File: src/rtl/decode_stage_pipe.sv
// Pipelined instruction decode stage: register file with write-through bypass,
// ID/EX output register with valid/ready handshake, load-use bubble and flush.

module control_unit (
   input  logic [6:0] opcode,
   input  logic [2:0] funct3,
   input  logic       funct7b5,
   output logic [2:0] ALUctrl,
   output logic       ALUSrc,
   output logic       MemWrite,
   output logic       Branch,
   output logic       Jump,
   output logic       branch_neg,
   output logic       PcOp,
   output logic       RegWrite,
   output logic [1:0] ResultSrc,
   output logic [2:0] ImmSrc
);
   localparam logic [2:0] ALU_ADD = 3'b000;
   localparam logic [2:0] ALU_SUB = 3'b001;
   localparam logic [2:0] ALU_AND = 3'b010;
   localparam logic [2:0] ALU_OR  = 3'b011;
   localparam logic [2:0] ALU_XOR = 3'b100;
   localparam logic [2:0] ALU_SLT = 3'b101;
   localparam logic [2:0] ALU_SLL = 3'b110;
   localparam logic [2:0] ALU_SRL = 3'b111;

   logic [2:0] alu_funct;
   logic       is_rtype;

   assign is_rtype = (opcode == 7'b0110011);

   // Subtraction only exists in the register-register form; addi never subtracts.
   always_comb begin
      alu_funct = ALU_ADD;
      case (funct3)
         3'b000:  alu_funct = (is_rtype && funct7b5) ? ALU_SUB : ALU_ADD;
         3'b001:  alu_funct = ALU_SLL;
         3'b010:  alu_funct = ALU_SLT;
         3'b011:  alu_funct = ALU_SLT;
         3'b100:  alu_funct = ALU_XOR;
         3'b101:  alu_funct = ALU_SRL;
         3'b110:  alu_funct = ALU_OR;
         3'b111:  alu_funct = ALU_AND;
         default: alu_funct = ALU_ADD;
      endcase
   end

   always_comb begin
      ALUctrl    = ALU_ADD;
      ALUSrc     = 1'b0;
      MemWrite   = 1'b0;
      Branch     = 1'b0;
      Jump       = 1'b0;
      branch_neg = 1'b0;
      PcOp       = 1'b0;
      RegWrite   = 1'b0;
      ResultSrc  = 2'b00;
      ImmSrc     = 3'd0;
      case (opcode)
         7'b0110011: begin
            RegWrite = 1'b1;
            ALUctrl  = alu_funct;
         end
         7'b0010011: begin
            RegWrite = 1'b1;
            ALUSrc   = 1'b1;
            ALUctrl  = alu_funct;
         end
         7'b0000011: begin
            RegWrite  = 1'b1;
            ALUSrc    = 1'b1;
            ResultSrc = 2'b01;
         end
         7'b0100011: begin
            MemWrite = 1'b1;
            ALUSrc   = 1'b1;
            ImmSrc   = 3'd1;
         end
         7'b1100011: begin
            Branch     = 1'b1;
            ALUctrl    = ALU_SUB;
            branch_neg = funct3[0];
            ImmSrc     = 3'd2;
         end
         7'b1101111: begin
            Jump      = 1'b1;
            RegWrite  = 1'b1;
            ResultSrc = 2'b10;
            ImmSrc    = 3'd3;
         end
         7'b1100111: begin
            Jump      = 1'b1;
            RegWrite  = 1'b1;
            ALUSrc    = 1'b1;
            PcOp      = 1'b1;
            ResultSrc = 2'b10;
         end
         7'b0110111: begin
            RegWrite  = 1'b1;
            ResultSrc = 2'b11;
            ImmSrc    = 3'd4;
         end
         7'b0010111: begin
            RegWrite  = 1'b1;
            PcOp      = 1'b1;
            ResultSrc = 2'b11;
            ImmSrc    = 3'd4;
         end
         default: ;
      endcase
   end
endmodule

module sign_extend #(
   parameter int DATA_WIDTH = 32
) (
   input  logic [31:7]           instr,
   input  logic [2:0]            ImmSrc,
   output logic [DATA_WIDTH-1:0] ImmExt
);
   logic [31:0] imm32;

   always_comb begin
      imm32 = {{20{instr[31]}}, instr[31:20]};
      case (ImmSrc)
         3'd1:    imm32 = {{20{instr[31]}}, instr[31:25], instr[11:7]};
         3'd2:    imm32 = {{20{instr[31]}}, instr[7], instr[30:25], instr[11:8], 1'b0};
         3'd3:    imm32 = {{12{instr[31]}}, instr[19:12], instr[20], instr[30:21], 1'b0};
         3'd4:    imm32 = {instr[31:12], 12'b0};
         default: imm32 = {{20{instr[31]}}, instr[31:20]};
      endcase
   end

   assign ImmExt = DATA_WIDTH'($signed(imm32));
endmodule

module decode_stage_pipe #(
   parameter int DATA_WIDTH = 32,
   parameter int REG_COUNT  = 32,
   parameter int A0_IDX     = 10,
   localparam int RA_W      = $clog2(REG_COUNT)
) (
   input  logic                  clk,
   input  logic                  rst,
   input  logic                  in_valid,
   output logic                  in_ready,
   input  logic [DATA_WIDTH-1:0] instr,
   input  logic [DATA_WIDTH-1:0] pc_in,
   input  logic                  flush,
   input  logic                  wb_en,
   input  logic [RA_W-1:0]       wb_addr,
   input  logic [DATA_WIDTH-1:0] wb_data,
   input  logic                  ex_ready,
   output logic                  out_valid,
   output logic [2:0]            ALUctrl,
   output logic                  ALUSrc,
   output logic                  MemWrite,
   output logic                  Branch,
   output logic                  Jump,
   output logic                  branch_neg,
   output logic                  PcOp,
   output logic                  RegWrite,
   output logic [1:0]            ResultSrc,
   output logic [DATA_WIDTH-1:0] ImmExt,
   output logic [DATA_WIDTH-1:0] rd1,
   output logic [DATA_WIDTH-1:0] rd2,
   output logic [RA_W-1:0]       rs1_addr,
   output logic [RA_W-1:0]       rs2_addr,
   output logic [RA_W-1:0]       rd_addr,
   output logic [DATA_WIDTH-1:0] pc_out,
   output logic [DATA_WIDTH-1:0] a0
);
   logic [DATA_WIDTH-1:0] regs [REG_COUNT];
   logic                  wb_we;
   logic [RA_W-1:0]       rs_idx  [2];
   logic [DATA_WIDTH-1:0] rd_val  [2];
   logic [RA_W-1:0]       rd_idx;
   logic [6:0]            opcode;
   logic                  uses;
   logic                  hazard;
   logic                  advance;

   logic [2:0]            dec_alu;
   logic                  dec_alu_src, dec_mem_write, dec_branch, dec_jump;
   logic                  dec_branch_neg, dec_pc_op, dec_reg_write;
   logic [1:0]            dec_result_src;
   logic [2:0]            dec_imm_src;
   logic [DATA_WIDTH-1:0] dec_imm;

   assign opcode    = instr[6:0];
   assign rs_idx[0] = instr[15 +: RA_W];
   assign rs_idx[1] = instr[20 +: RA_W];
   assign rd_idx    = instr[7 +: RA_W];

   control_unit u_ctrl (
      .opcode     (opcode),
      .funct3     (instr[14:12]),
      .funct7b5   (instr[30]),
      .ALUctrl    (dec_alu),
      .ALUSrc     (dec_alu_src),
      .MemWrite   (dec_mem_write),
      .Branch     (dec_branch),
      .Jump       (dec_jump),
      .branch_neg (dec_branch_neg),
      .PcOp       (dec_pc_op),
      .RegWrite   (dec_reg_write),
      .ResultSrc  (dec_result_src),
      .ImmSrc     (dec_imm_src)
   );

   sign_extend #(.DATA_WIDTH(DATA_WIDTH)) u_sext (
      .instr  (instr[31:7]),
      .ImmSrc (dec_imm_src),
      .ImmExt (dec_imm)
   );

   // x0 is excluded from writes, so regs[0] stays at its reset value of zero.
   assign wb_we = wb_en && (wb_addr != '0);

   always_ff @(posedge clk) begin
      if (rst) begin
         for (int i = 0; i < REG_COUNT; i++) begin
            regs[i] <= '0;
         end
      end else if (wb_we) begin
         regs[wb_addr] <= wb_data;
      end
   end

   generate
      for (genvar gi = 0; gi < 2; gi++) begin : g_read
         assign rd_val[gi] = (wb_we && (wb_addr == rs_idx[gi])) ? wb_data : regs[rs_idx[gi]];
      end
   endgenerate

   assign a0 = regs[RA_W'(A0_IDX)];

   assign uses = !((opcode == 7'b0110111) || (opcode == 7'b0010111) || (opcode == 7'b1101111));

   // Compare against the load currently held in the output register.
   assign hazard = out_valid && (ResultSrc == 2'b01) && (rd_addr != '0) && in_valid &&
                   (((rd_addr == rs_idx[0]) && uses) || ((rd_addr == rs_idx[1]) && uses));

   assign advance  = !out_valid || ex_ready;
   assign in_ready = flush || (advance && !hazard);

   always_ff @(posedge clk) begin
      if (rst) begin
         out_valid  <= 1'b0;
         ALUctrl    <= '0;
         ALUSrc     <= 1'b0;
         MemWrite   <= 1'b0;
         Branch     <= 1'b0;
         Jump       <= 1'b0;
         branch_neg <= 1'b0;
         PcOp       <= 1'b0;
         RegWrite   <= 1'b0;
         ResultSrc  <= '0;
         ImmExt     <= '0;
         rd1        <= '0;
         rd2        <= '0;
         rs1_addr   <= '0;
         rs2_addr   <= '0;
         rd_addr    <= '0;
         pc_out     <= '0;
      end else if (flush) begin
         out_valid <= 1'b0;
      end else if (advance) begin
         if (hazard || !in_valid) begin
            out_valid <= 1'b0;
         end else begin
            out_valid  <= 1'b1;
            ALUctrl    <= dec_alu;
            ALUSrc     <= dec_alu_src;
            MemWrite   <= dec_mem_write;
            Branch     <= dec_branch;
            Jump       <= dec_jump;
            branch_neg <= dec_branch_neg;
            PcOp       <= dec_pc_op;
            RegWrite   <= dec_reg_write;
            ResultSrc  <= dec_result_src;
            ImmExt     <= dec_imm;
            rd1        <= rd_val[0];
            rd2        <= rd_val[1];
            rs1_addr   <= rs_idx[0];
            rs2_addr   <= rs_idx[1];
            rd_addr    <= rd_idx;
            pc_out     <= pc_in;
         end
      end
   end
endmodule

File: config.mk
export PLATFORM = sky130hd
export DESIGN_NAME = decode_stage_pipe
export DESIGN_NICKNAME = d
export VERILOG_FILES = /design/src/rtl/decode_stage_pipe.sv
export SDC_FILE = /design/constraint.sdc
export NUM_CORES = 2
export LEC_CHECK = 0
export CORE_MARGIN = 2
export CORE_UTILIZATION = 30
export DETAILED_ROUTE_END_ITERATION = 12
export PLACE_DENSITY = 0.46
export SYNTH_ARGS = -nofsm -noshare
export SYNTH_HDL_FRONTEND = slang
export SYNTH_SLANG_ARGS = --single-unit
File: constraint.sdc
create_clock -name clk -period 5.1 [get_ports clk]
set_input_delay 1.53 -clock clk [delete_from_list [all_inputs] [get_ports clk]]
set_output_delay 1.53 -clock clk [all_outputs]
set_load 0.02 [all_outputs]
==> impl_metrics.py <==
metrics = {
    "timing": {
        "relSlewSlack_pct": 10.3,
        "skew_ns": 0.0309,
        "fmax_mhz": 210,
        "period_minus_slack_ns": 4.76,
        "rsz0062_at_grt": "no",
        "finalSetupViolCount": 0,
        "holdWs_ns": 0.450,
        "worst_pin_slew_ns": 1.34,
        "finalCritPeriodShare_pct": 93.3,
        "drv_slew": 0,
        "hold_viol": 0,
    },
    "synthesis": {
        "synth-edff-count": 1024,
        "ys_warn_count": 0,
        "synth_flop_cell": "edfxtp_1",
        "ys_seq_area_share_pct": 55.8,
        "ys_seq_elements": 1180,
        "netlist_area_um2": 60700,
        "synth_common_cells": "1,024 x edfxtp_1, 994 x and2_1, 454 x mux4_2, 292 x clkbuf_1, 227 x a21oi_1",
        "synth_cell_type_count": 65,
        "syn_avg_cell_area_um2": 13.8,
        "synthCells": 4397,
        "yosys.area.top_type": "edfxtp_1",
        "synth_area_leaders": "edfxtp_1 51%, mux4_2 17%, and2_1 10%",
        "yosysMostFrequentCell": "edfxtp_1",
        "synth_top_area_share_pct": 50.7,
        "async_reset_ff_share_pct": 0,
    },
    "placed_design": {
        "numPortBuffers": 295,
        "post-dp-hpwl_um": 156000,
        "place.gp.congestion": 0.838,
    },
    "final_layout": {
        "fin_util_pct": 36.2,
        "final_nets": 4825,
        "area_growth_pct": 20.3,
        "drive_gt1_share_pct": 22.5,
    },
    "grt": {
        "grt_util_all_layers_pct": 23.8,
        "first_global_vias": 41427,
        "grt_pass1_wl_um": 343000,
        "overflow": 0,
        "grt_max_degree": 106,
        "antenna_found_initial": 15,
    },
    "worst_hold_path": {
        "hold_start": "ImmExt[6]",
        "hold_path_class": "reg2reg",
    },
    "drt": {
        "dr.pass1.iters": 5,
        "wl_met3_um": 14800,
        "vias": 40997,
        "drt_iter0_drc": 4339,
        "highest-signal-layer": "met4",
        "postRouteAntennaNets": 0,
        "totalWireLength_um": 247000,
        "m1WireLength_um": 105000,
        "met2_length_um": 116000,
        "vias_per_cell": 5.46,
        "post_drt_wl_per_cell_um": 33.0,
        "route.detailed.drc": 0,
    },
    "job": {
        "maxCapViolCount": 0,
    },
    "power": {
        "p_leak_nw": 25.0,
        "peakVddDrop_v": 0.000336,
        "powerDensity_nw_per_um2": 332,
    },
    "die": {
        "core_area_um2": 202000,
        "dieHeight_um": 454,
        "die-area_um2": 206000,
        "die_width_um": 454,
        "fp-row-count": 165,
        "start_util_pct": 30.1,
        "io_pins": 296,
    },
    "critical_path": {
        "cp-start-kind": "input port",
        "crit_path_max_fanout": 2,
        "worstSetupPathType": "in2out",
        "reg2reg_from": "rd_addr[0]",
        "cp.required_ns": 3.57,
        "timing.critical_path.from": "instr[3]",
        "worstSetupEndpointType": "primary output",
        "arrival_ns": 3.23,
    },
    "outcome": {
        "status": "finished clean",
    },
    "clocking": {
        "cts-buffers-inserted": 139,
        "cts-root-buf": "clkbuf_16",
        "cts_tree": "done",
        "clk_latency_ns": 0.81,
        "clock_sinks": 1180,
        "clockBufferDepth": 3,
        "postCtsHoldBufs": 0,
        "htree_levels": 4,
        "cts.clk_slew.worst_paths_ns": 0.05,
    },
}
[cell usage in the layout (no fill, tap or decap), drive strengths merged, types with 14 or more instances in the layout]
cell	Yosys	routed
clkinv	1	52
o21ai	125	125
dfxtp	156	156
and2	994	994
a21oi	228	228
edfxtp	1024	1024
mux2	28	28
conb	1	32
nor2	103	103
mux4	454	454
nand3	24	24
inv	7	14
a22oi	14	14
buf	169	330
mux2i	171	171
nand3b	15	15
xnor2	18	18
nor4	14	14
o221ai	33	33
o211ai	17	17
clkdlybuf4s50	0	279
a211oi	66	66
nor2b	38	38
nand2	152	152
o22ai	95	95
nor3	57	57
clkbuf	293	189
[timing repair]
action	CTS	global route
endpoints found under the hold margin	0	0
gates resized for setup	1	1
buffers inserted	0	0
setup endpoints to repair	1	1
pin swaps	0	0
[per-stage QoR]
step	setup TNS [ns]	cell area, um^2	setup slack [ns]	cells	total power, mW
floorplan	-1.33	60800	-0.0105	4428	13.2
CTS	0	73000	0.0126	7499	24.4
global route	0	73000	0.251	7500	24.9
finish	0	73000	0.340	7508	24.2
global placement	-0.0394	68700	-0.0394	7249	14.7
detailed placement	-0.0315	68700	-0.0315	7249	14.7
[state kept, by name (all words and copies together), names as in the netlist, 2 cells and up]
signal,cells
pc_out,32
rs2_addr,5
ALUctrl,3
rd1,32
regs,1024
ResultSrc,2
ImmExt,32
rd_addr,5
rs1_addr,5
rd2,32
[kinds of logic (layout without fill, tap and decap cells)]
family | count (synthesis) | after routing | synth area share (%)
multiplexers | 653 | 653 | 20.2
AND/OR/NAND/NOR | 1437 | 1437 | 13.8
XOR/XNOR | 20 | 20 | 0.289
AO/OA/AOI/OAI | 636 | 636 | 6.40
other | 1 | 41 | 0.00618
flip-flops | 1180 | 1180 | 55.8
buffers and inverters | 470 | 869 | 3.52
[worst max-delay path, stage by stage]
cell and delay, ns:
clkdlybuf4s50_1 0.47, and3b_1 0.19, and3_1 0.22, nor4_4 0.32, nand2_1 0.11, a21o_1 0.19
dlymetal6s2s_1 0.20
[layer usage]
metal  track usage [%]  vias to the layer above
li1                  -                    17307
met4              10.8                        0
met1              31.8                    21600
met2              38.3                     1693
met5                 0                        -
met3              3.43                      397
[path summary, 6_finish.rpt]
| check | to | slack (ns) | depth (start not counted) |
|---|---|---|---|
| worst max-delay path | in_ready | 0.34 | 7 |
| worst min-delay path | ImmExt[6] | 0.45 | 2 |
| worst max register to register | ImmExt[3] | 2.34 | 8 |
| worst min register to register | ImmExt[6] | 0.45 | 2 |
[final cells by class]
type	instances	area [um^2]
Fill cell	19340	129000
Sequential cell	1180	33900
Multi-Input combinational cell	2778	25400
Timing Repair Buffer	611	6130
Clock buffer	188	3760
Tap cell	2672	3340
Clock inverter	62	510
Inverter	8	35.0
Antenna cell	9	22.5
[where the power goes]
part	leakage (nW)	switching [mW]	internal [mW]	total, mW
logic	11.9	1.86	1.32	3.19
registers	11.0	0.321	11.0	11.3
clock network	2.10	4.31	5.40	9.70
Power figures use the tool's default switching activity.
